## src/rtl/pulse_len_datapath.sv

```systemverilog
// Datapath for the serial pulse-length generator: pattern detector, serial
// length capture and a down counter that shapes the output pulse.
module pulse_len_datapath #(
  parameter int PAT_LEN = 4,
  parameter logic [PAT_LEN-1:0] PAT = 4'b1101,
  parameter int DATA_W = 4
) (
  input  logic              clk,
  input  logic              rst,
  input  logic              serin,
  input  logic              det_en,
  input  logic              uc_en,
  input  logic              uc_set0,
  input  logic              dc_ld,
  input  logic              dc_en,
  output logic              w,
  output logic              uc_co,
  output logic              dc_co,
  output logic              pulse_out,
  output logic [DATA_W-1:0] data_q,
  output logic [DATA_W-1:0] dc_cnt
);

  localparam int FILL_W = $clog2(PAT_LEN + 1);
  localparam int UC_W   = (DATA_W > 1) ? $clog2(DATA_W) : 1;
  localparam logic [FILL_W-1:0] FILL_MAX = FILL_W'(PAT_LEN);
  localparam logic [UC_W-1:0]   UC_LAST  = UC_W'(DATA_W - 1);

  logic [PAT_LEN-1:0] hist;
  logic [FILL_W-1:0]  fill;
  logic [UC_W-1:0]    uc_cnt;
  logic               busy;

  // Pattern detector: fill guards against matching on a partly shifted history
  always_ff @(posedge clk or posedge rst) begin
    if (rst) begin
      hist <= '0;
      fill <= '0;
    end else if (det_en) begin
      hist <= {hist[PAT_LEN-2:0], serin};
      if (fill != FILL_MAX)
        fill <= fill + 1'b1;
    end else begin
      hist <= '0;
      fill <= '0;
    end
  end

  // Registered-only so the controller can derive det_en from w without a loop
  assign w = (fill == FILL_MAX) && (hist == PAT);

  // Serial capture, MSB first
  always_ff @(posedge clk or posedge rst) begin
    if (rst) begin
      uc_cnt <= '0;
      data_q <= '0;
    end else if (uc_set0) begin
      uc_cnt <= '0;
      data_q <= '0;
    end else if (uc_en) begin
      data_q <= {data_q[DATA_W-2:0], serin};
      if (uc_cnt == UC_LAST)
        uc_cnt <= '0;
      else
        uc_cnt <= uc_cnt + 1'b1;
    end
  end

  assign uc_co = uc_en && (uc_cnt == UC_LAST);

  // Down counter: saturates at zero; busy keeps a stale count from pulsing
  always_ff @(posedge clk or posedge rst) begin
    if (rst) begin
      dc_cnt <= '0;
      busy   <= 1'b0;
    end else if (dc_ld) begin
      dc_cnt <= data_q;
      busy   <= 1'b1;
    end else begin
      if (dc_en && (dc_cnt != '0))
        dc_cnt <= dc_cnt - 1'b1;
      if (dc_cnt == '0)
        busy <= 1'b0;
    end
  end

  assign dc_co     = (dc_cnt == '0);
  assign pulse_out = busy && (dc_cnt != '0);

endmodule

```

## config.mk

```make
export PLATFORM = sky130hd
export DESIGN_NAME = pulse_len_datapath
export DESIGN_NICKNAME = d
export VERILOG_FILES = /design/src/rtl/pulse_len_datapath.sv
export SDC_FILE = /design/constraint.sdc
export NUM_CORES = 1
export LEC_CHECK = 0
export BUFFER_PORTS_ARGS = -buffer_cell sky130_fd_sc_hd__buf_2
export CAP_MARGIN = 20
export CORE_ASPECT_RATIO = 1.4
export CORE_MARGIN = 4
export CORE_UTILIZATION = 45
export CTS_CLUSTER_SIZE = 24
export DETAILED_ROUTE_END_ITERATION = 12
export GPL_TIMING_DRIVEN = 0
export PLACE_DENSITY = 0.71
export SLEW_MARGIN = 20
export SYNTH_ARGS = -nofsm -noshare
export SYNTH_HDL_FRONTEND = slang
export SYNTH_SLANG_ARGS = --single-unit
```

## constraint.sdc

```tcl
create_clock -name clk -period 1.32 [get_ports clk]
set_input_delay 0.132 -clock clk [delete_from_list [all_inputs] [get_ports clk]]
set_output_delay 0.132 -clock clk [all_outputs]
set_load 0.02 [all_outputs]
```

# == Word-level counts from Yosys, hierarchy flattened ==
# Cells that the tools add are included.
# classes
n_addsub,3
reduce_logical,9
n_eq_ne,5
muxes,12
# ops
operator,n
$mux 4,5
$mux 2,3
$mux 3,2
$reduce_bool 2->1,3
$eq 4x4->1 const B,1
$logic_and 1x1->1,4
$logic_not 4->1,1
$reduce_bool 4->1,1
$sub 4x1->4 const B,1
$add 3x1->3 const B,1
$eq 3x3->1 const B,1
$ne 3x3->1 const B,1
$add 2x1->2 const B,1
$eq 2x2->1 const B,1
$mux 1,2
$ne 2x1->1 const B,1
# totals
regBits,18
out_inout_bits,12

# == Depth between registers and ports, before layout ==
# Gate-level depths: netlist (run 1).
# logic_depth
depth_word,4
mapped_depth,5
ltp_nobuf,5

# == Worst setup path before layout (run 1) ==
# OpenSTA, ideal clock, no wires.
# synth_path
path_kind,register -> register
from,register dc_cnt[0]
to,register busy
required_time_ns,1.193
stages_incl_launch_ff,6
t_arrival_ns,1.546
slack_ns,-0.354
setup_time_ns,0.127
n_path_buf,0
path_cell_list,dfrtp_1 inv_1 ha_1 nor3b_4 nor2b_2 or2_2
# synth_via
elab_chain_len,2
# synth_rtl
item,line,source
"start, declared",21,output logic [DATA_W-1:0] dc_cnt
"start signal, assigned",77,dc_cnt <= data_q;
"start signal, assigned",81,dc_cnt <= dc_cnt - 1'b1;
$logic_not 4->1,-,
named net dc_co,18,"output logic dc_co,"
$reduce_bool 2->1 (no source line),-,
"end signal, assigned",75,busy <= 1'b0;
"end signal, assigned",78,busy <= 1'b1;
"end signal, assigned",83,busy <= 1'b0;
"end, declared",32,logic busy;
# The timed path passes the listed nets, and every way through them passes these cells.
# A chain may end at the register's enable or synchronous reset.

# == Worst setup path after layout (run 1) ==
# layout_path
from,register dc_cnt[1]
to,output port pulse_out
# layout_via
elab_chain_len,2
# layout_rtl
item,line,source
$reduce_bool 4->1,88,assign pulse_out = busy && (dc_cnt != '0);
$logic_and 1x1->1,88,
"end, declared",19,"output logic pulse_out,"
# No other way between the ends.

==> results.toml, run 1 <==
[status]
outcome = "complete, but fails checks"
violations = "negative setup slack"

[clocking]
cts.clk_slew.worst_paths_ns = 0.10
cts.sinks = 18
cts_max_level = 1
clockRootBuffer = "clkbuf_4"
cts_buffers = 3
insertion_delay_ns = 0.30
clock_path_buffers = 2
cts_tree = "built"

[placement]
port_buffers = 17
dp_hpwl_microns = 1200
gp_congestion = 0.745
dp_slack_ns = -0.0442
dpl-instance-area_sq_mm = 0.00100

[sta]
whs_ns = 0.0535
clock.fmax_mhz = 642
min_period_ns = 1.56
grt_setup_unrepaired = "yes"
finalHoldViolCount = 0
relSlewSlack_pct = 57.2
fin_crit_sh_pct = 118
slew_viol_final = 0
postLayoutSetupSlackWorst_ns = -0.239
setup_viol = 6
skew_ns = 0.00947
worst_pin_slew_ns = 0.642

[routing]
drt-met1-wl_microns = 756
highest_layer = "met4"
drtIter0Drc = 11
drc = 0
vias_per_cell = 5.12
routed_wl_microns = 1800
wl_met2_microns = 935
firstDrtPassIters = 4
vias = 706
final_antenna_net_count = 0
avgRoutedWirePerCell_microns = 13.1
wl_met3_microns = 64

[yosys]
yosysMostFrequentCell = "dfrtp_1"
ys_ff_latch = 18
syn_inst = 80
synthFlopType = "dfrtp_1"
synthArstFlopShare_pct = 100
synth-edff-count = 0
synth_nets = 92
synth_area_leaders = "dfrtp_1, mux2i_1, ha_1"
synth_common_cells = "dfrtp_1, nor2_1, inv_1"
syn_area_sq_um = 868
yosys.area.top_type = "dfrtp_1"
ys_warn_count = 0
syn-mean-instance-area_sq_um = 10.9
ys_types = 27
seq_area_frac_synth_pct = 51.9
synth_top_area_share_pct = 51.9

[critical_path]
critPathKind = "reg2out"
cp_max_fo = 3
slowest_stage = "dfrtp_2"
critPathCaptureType = "output pin"
cp_data_arrival_time_ns = 1.43
required_ns = 1.19
max_stage_delay_ns = 0.43
startpoint_type = "register"
cp_cell_sequence = "inv_2 -> ha_4 -> nor3b_4 -> nor2b_4 -> buf_6"

[finish]
final_core_util_pct = 68.8
synthToLayoutAreaGrowth_pct = 42.8
multi_input_area_sq_um = 435
drive_gt1_share_pct = 47.5
antenna_cells = 0
nets = 131
area.sequential_sq_um = 453
num-fill-cells = 147
design_area_sq_mm = 0.00124

[floorplan]
core_sq_mm = 0.00180
die_w_microns = 45.1
boundaryPins = 20
rows = 18
start_util_pct = 48.2
dieArea_sq_mm = 0.00271
die_h_microns = 60.0

[power]
p_leak_uw = 0.000646
power_density_mw_per_mm2 = 1190
vdd_drop_max_v = 0.000982

[global_routing]
grt_overflow = 0
grt_pass1_wl_microns = 3230
grt_pass1_vias = 754
gr-usage-all-layers_pct = 16.4
antenna_found_initial = 0
grt_max_degree = 19

[hold_path]
hp-class = "in2reg"

[job]
maxCapViolCount = 0
-- area by class of cell --
class	instances	share of cell area, %
plain buffers	2	1.31
clock buffers	4	2.93
inverters	8	2.42
multi-input cells	52	35.1
flip-flops and latches	18	36.5
well taps	20	2.02
repair buffers	34	19.7
-- metrics by stage --
stage | std cells | setup TNS (ns) | power (uW)
floorplan | 80 | -0.436 | 875
global placement | 117 | -0.0277 | 951
detailed placement | 117 | -0.108 | 966
CTS | 134 | -0.863 | 1440
global route | 138 | -1.49 | 1570
finish | 138 | -1.09 | 1480
-- worst max-delay path: cells and delay by family, from the launching register on --
family	cells	cell delay (ns)
flops	1	0.43
simple gates	2	0.36
buf+inv	2	0.20
fa+ha+maj	1	0.13
-- placed cells by master, fill, tap and decap left out, drive strengths merged, types with 2 or more instances in the layout --
cell type and n:
ha 4, dfrtp 18, a31oi 2, and2 6, buf 35, o21ai 3
nand3 2, nand2 5, clkbuf 4, nor2 9, mux2i 6, nor3b 2
inv 8
-- kinds of logic (layout without fill, tap and decap cells) --
group	Yosys count	in the layout	synth area share, %
AND/OR/NAND/NOR	32	32	22.3
XOR/XNOR	1	1	1.01
multiplexers	6	6	6.92
buffers and inverters	10	48	5.33
flip-flops	18	18	51.9
AO/OA/AOI/OAI	9	9	6.77
adder cells (fa/ha/maj)	4	4	5.76
-- repair_timing --
action | CTS | global route
setup buffers | 12 | 4
pin swaps | 4 | 6
endpoints found under the setup margin | 7 | 8
gates resized for setup | 14 | 6
hold buffers | 1 | 0
endpoints found under the hold margin | 18 | 0
-- registers in the layout, summed over array words and instances, names as in the netlist --
signal,cells
uc_cnt,2
busy,1
hist,4
dc_cnt,4
data_q,4
fill,3
-- power breakdown --
| group | internal [uW] | switching, uW | leakage, uW | total, uW |
|---|---|---|---|---|
| registers | 597 | 38.6 | 0.000236 | 636 |
| clock network | 168 | 170 | 0.0000210 | 338 |
| logic | 274 | 230 | 0.000389 | 505 |
| total | 1040 | 439 | 0.000646 | 1480 |
-- final timing paths --
path,start,end,slack [ns],cells past startpoint
hold reg to reg,hist[1],hist[2],0.50,1
max in group asynchronous,rst,dc_cnt[1],0.42,3
setup reg to reg,dc_cnt[1],busy,-0.22,7
min in group asynchronous,rst,dc_cnt[2],0.45,3
hold / removal,dc_ld,dc_cnt[2],0.05,2
setup / recovery,dc_cnt[1],pulse_out,-0.24,5
-- per-layer routing --
metal	track usage [%]	vias to the layer above
met5	0	-
met1	20.3	342
li1	-	346
met4	8.79	0
met2	27.1	13
met3	1.81	5
Power figures use the tool's default switching activity.
==> inputs of run 2 (changes only) <==
--- a/config.mk
+++ b/config.mk
@@ -7,13 +7,14 @@
 export LEC_CHECK = 0
 export BUFFER_PORTS_ARGS = -buffer_cell sky130_fd_sc_hd__buf_2
 export CAP_MARGIN = 20
-export CORE_ASPECT_RATIO = 1.4
+export CELL_PAD_IN_SITES_DETAIL_PLACEMENT = 1
+export CELL_PAD_IN_SITES_GLOBAL_PLACEMENT = 2
 export CORE_MARGIN = 4
-export CORE_UTILIZATION = 45
+export CORE_UTILIZATION = 29
 export CTS_CLUSTER_SIZE = 24
 export DETAILED_ROUTE_END_ITERATION = 12
 export GPL_TIMING_DRIVEN = 0
-export PLACE_DENSITY = 0.71
+export PLACE_DENSITY_LB_ADDON = 0.1
 export SLEW_MARGIN = 20
 export SYNTH_ARGS = -nofsm -noshare
 export SYNTH_HDL_FRONTEND = slang
==> results.toml, run 2 (synthesis gave the netlist of run 1 again) <==
[status]
outcome = "complete, but fails checks"
violations = "negative setup slack"

[finish]
area.sequential_sq_um = 453
design_area_sq_mm = 0.00123
final_core_util_pct = 43.8
synthToLayoutAreaGrowth_pct = 41.6
multi_input_area_sq_um = 442
drive_gt1_share_pct = 47.8
reg.largest.list = "data_q: 4 flops, dc_cnt: 4 flops, hist: 4 flops"
nets = 128
layout_commonest_cell = "dfrtp_1"
antenna_cells = 0
num-fill-cells = 322
stdcell_count = 146
layout_common_cells = "dfrtp_1, buf_2, buf_4"

[sta]
postLayoutSetupSlackWorst_ns = -0.221
fin_crit_sh_pct = 117
clock.fmax_mhz = 649
finalHoldViolCount = 0
relSlewSlack_pct = 53.1
slew_viol_final = 0
min_period_ns = 1.54
whs_ns = 0.0377
grt_setup_unrepaired = "yes"
setup_viol = 6
skew_ns = 0.00685
worst_pin_slew_ns = 0.702

[global_routing]
grt.met2_usage_pct = 18.6
grt_pass1_vias = 736
grt_pass1_wl_microns = 3440
grt_max_degree = 19
use_met1_pct = 13.4
use_met3_pct = 4.14
grt_overflow = 0
gr-usage-all-layers_pct = 11.2
busiest_layer = "met2"
antenna_found_initial = 0

[power]
comb_power_share_pct = 32.9
p_sw_share_pct = 29.8
vdd_drop_max_v = 0.000624
p_switching_uw = 433
pwr-share-clk_pct = 23.2
power_frac_seq_pct = 43.9
intPower_uw = 1020
power_density_mw_per_mm2 = 1180
p_leak_uw = 0.000631
finalPower_uw = 1450

[critical_path]
r2r-end = "dc_cnt[1]"
critPathKind = "reg2out"
startpoint_type = "register"
cp_max_fo = 3
rr_worst_depth = 6
cp_cell_sequence = "inv_2 -> ha_4 -> nor3b_4 -> nor2b_4 -> buf_6"
rrSetupSlack_ns = -0.13
slowest_stage = "dfrtp_2"
rr_startpoint = "dc_cnt[0]"
crit_start = "dc_cnt[0]"
crit_cells = 5
required_ns = 1.19
critPathCaptureType = "output pin"
max_stage_delay_ns = 0.42
cp_top_family = "flip-flops"
path_buf_inv = 2
cp_data_arrival_time_ns = 1.41

[hold_path]
min_from = "dc_ld"
hold_end = "dc_cnt[2]"
hold_path_depth = 2
hp-class = "in2reg"

[clocking]
cts.sinks = 18
cts_tree = "built"
clock_path_buffers = 2
clockRootBuffer = "clkbuf_4"
cts_max_level = 1
insertion_delay_ns = 0.29
cts.clk_slew.worst_paths_ns = 0.10
cts_buffers = 3

[floorplan]
die_h_microns = 62.7
start_util_pct = 31.0
dieArea_sq_mm = 0.00393
rows = 19
die_w_microns = 62.7
boundaryPins = 20
core_sq_mm = 0.00281

[routing]
drc = 0
vias_per_cell = 4.75
avgRoutedWirePerCell_microns = 13.8
routed_wl_microns = 2010
drtIter0Drc = 14
vias = 694
firstDrtPassIters = 2
final_antenna_net_count = 0

[placement]
gp_congestion = 0.725
post-place-cells = 128
dpl-instance-area_sq_mm = 0.00101
dp_hpwl_microns = 1370
port_buffers = 17

[job]
maxCapViolCount = 0
## run 2: changes by cell type in the layout (fill, tap and decap cells not counted), sizes merged
cell	change
buf	-3
## run 2: layout make-up
class                      instances  share of cell area (%)
sequential                        18                    36.8
multi-input combinational         52                    35.9
timing repair buffer              31                    17.4
tap                               31                    3.15
clock buffer                       4                    2.95
inverter                           8                    2.44
buffer                             2                    1.32
## run 2: power groups by stage
stage | combinational, uW | sequential, uW | clock (uW)
2_1_floorplan | 209 | 667 | 0
3_3_place_gp | 312 | 652 | 0
3_5_place_dp | 321 | 654 | 0
4_1_cts | 467 | 637 | 359
5_1_grt | 528 | 644 | 383
6_report | 478 | 637 | 336
## run 2: routing by layer
metal  vias up  wire [microns]
met5         -               0
met4         0              16
met3         2              76
met2        10            1010
met1       343             910
li1        339               -
## run 2: metrics by stage
stage | setup TNS, ns | worst slack [ns]
final | -0.782 | -0.221
after global routing | -1.23 | -0.303
after CTS | -0.914 | -0.258
after detailed placement | -0.211 | -0.0770
after global placement | -0.178 | -0.0653
after floorplan | -0.436 | -0.215
## run 2: worst max path at each step
stage | slack, ns | to
2_1_floorplan | -0.22 | busy
3_3_place_gp | -0.07 | busy
3_5_place_dp | -0.08 | busy
4_1_cts | -0.26 | pulse_out
5_1_grt | -0.30 | pulse_out
6_report | -0.22 | pulse_out
## run 2: what timing repair did
action | 4_1_cts | 5_1_grt
resized for setup | 17 | 5
pin swaps | 4 | 4
hold buffers | 1 | 0
endpoints found under the hold margin | 18 | 0
setup buffers | 11 | 3
setup endpoints to repair | 7 | 9
==> inputs of run 3 (changes only) <==
--- a/config.mk
+++ b/config.mk
@@ -13,7 +13,8 @@
 export CORE_UTILIZATION = 29
 export CTS_CLUSTER_SIZE = 24
 export DETAILED_ROUTE_END_ITERATION = 12
-export GPL_TIMING_DRIVEN = 0
+export HOLD_SLACK_MARGIN = 0.02
+export MAX_ROUTING_LAYER = met4
 export PLACE_DENSITY_LB_ADDON = 0.1
 export SLEW_MARGIN = 20
 export SYNTH_ARGS = -nofsm -noshare
==> results.toml, run 3 (synthesis gave the netlist of run 1 again) <==
[placement]
dpl-instance-area_sq_mm = 0.00103
gp_congestion = 0.687
dp_slack_ns = -0.0556
dp_hpwl_microns = 1360
port_buffers = 19
post-place-cells = 131

[critical_path]
required_ns = 1.19
critPathCaptureType = "output pin"
startpoint_type = "register"
cp_data_arrival_time_ns = 1.43
critPathKind = "reg2out"
cp_max_fo = 3

[global_routing]
grt_pass1_wl_microns = 3480
grt_max_degree = 19
grt_overflow = 0
grt_pass1_vias = 739
gr-usage-all-layers_pct = 11.5
antenna_found_initial = 0

[routing]
avgRoutedWirePerCell_microns = 13.6
vias_per_cell = 4.76
drc = 0
firstDrtPassIters = 4
final_antenna_net_count = 0
drtIter0Drc = 21
routed_wl_microns = 2030
vias = 709

[sta]
skew_ns = 0.00192
fin_crit_sh_pct = 118
setup_viol = 7
min_period_ns = 1.56
relSlewSlack_pct = 79.4
postLayoutSetupSlackWorst_ns = -0.243
whs_ns = 0.0663
clock.fmax_mhz = 640
finalHoldViolCount = 0
grt_setup_unrepaired = "yes"
worst_pin_slew_ns = 0.308
slew_viol_final = 0

[finish]
synthToLayoutAreaGrowth_pct = 42.9
drive_gt1_share_pct = 47.5
layout_common_cells = "buf_4, dfrtp_1, buf_2"
design_area_sq_mm = 0.00124
antenna_cells = 0
stdcell_count = 149
final_core_util_pct = 44.2
reg.largest.list = "data_q: 4 flops, dc_cnt: 4 flops, hist: 4 flops"
nets = 131
layout_commonest_cell = "buf_4"

[floorplan]
dieArea_sq_mm = 0.00393
boundaryPins = 20
core_sq_mm = 0.00281
die_h_microns = 62.7
rows = 19
start_util_pct = 31.0
die_w_microns = 62.7

[job]
maxCapViolCount = 0

[clocking]
cts_buffers = 3
clockRootBuffer = "clkbuf_4"
cts_tree = "built"
clock_path_buffers = 2
insertion_delay_ns = 0.29
cts_max_level = 1
cts.sinks = 18
cts.clk_slew.worst_paths_ns = 0.10

[power]
power_density_mw_per_mm2 = 1180
vdd_drop_max_v = 0.000808
pwr-share-clk_pct = 23.2
p_switching_uw = 439
p_leak_uw = 0.000641
intPower_uw = 1020
p_sw_share_pct = 30.1
power_frac_seq_pct = 43.6
comb_power_share_pct = 33.2

[status]
outcome = "complete, but fails checks"
violations = "negative setup slack"

[hold_path]
hp-class = "in2reg"
run 3: path summary, 6_finish.rpt:
path,depth (start not counted),end,slack [ns],from
max in group asynchronous,4,dc_cnt[0],0.72,rst
max reg2reg,6,dc_cnt[1],-0.13,dc_cnt[0]
max,5,pulse_out,-0.24,dc_cnt[1]
min,2,data_q[1],0.07,uc_set0
min in group asynchronous,4,hist[1],0.39,rst
min reg2reg,1,hist[2],0.49,hist[1]
run 3: stage by stage:
| step | setup TNS (ns) | power (uW) |
|---|---|---|
| finish | -0.730 | 1460 |
| detailed placement | -0.115 | 986 |
| global placement | -0.00632 | 974 |
| floorplan | -0.436 | 875 |
| CTS | -0.736 | 1460 |
| global route | -1.23 | 1560 |
run 3: critical path, stage by stage (launching register included):
cell     delay (ns)
dfrtp_2        0.42
inv_2          0.07
ha_4           0.13
nor3b_4        0.31
nor2b_4        0.08
buf_6          0.14
run 3: per-layer routing:
layer | global-route usage [%] | share of wire (%)
met5 | - | 0
met4 | 1.65 | 0.64
met3 | 3.96 | 3.8
met2 | 19.0 | 52
met1 | 13.8 | 43
run 3: power by group through the flow:
stage | logic (uW) | clock network (uW) | registers (uW)
2_1_floorplan | 209 | 0 | 667
3_3_place_gp | 324 | 0 | 650
3_5_place_dp | 334 | 0 | 652
4_1_cts | 463 | 363 | 636
5_1_grt | 537 | 384 | 643
6_report | 485 | 339 | 637
run 3: repair_timing:
action	CTS	global route
setup endpoints to repair	7	9
buffers inserted	10	5
cloned	0	0
pin swaps	3	2
hold buffers	1	0
resized for setup	15	6
endpoints found under the hold margin	18	0
run 3: area by class of cell:
type	count	area (sq um)
clock buffer	4	36.3
fill	326	1560
inverter	8	30.0
multi-input combinational	52	434
sequential	18	453
tap	31	38.8
timing repair buffer	36	249
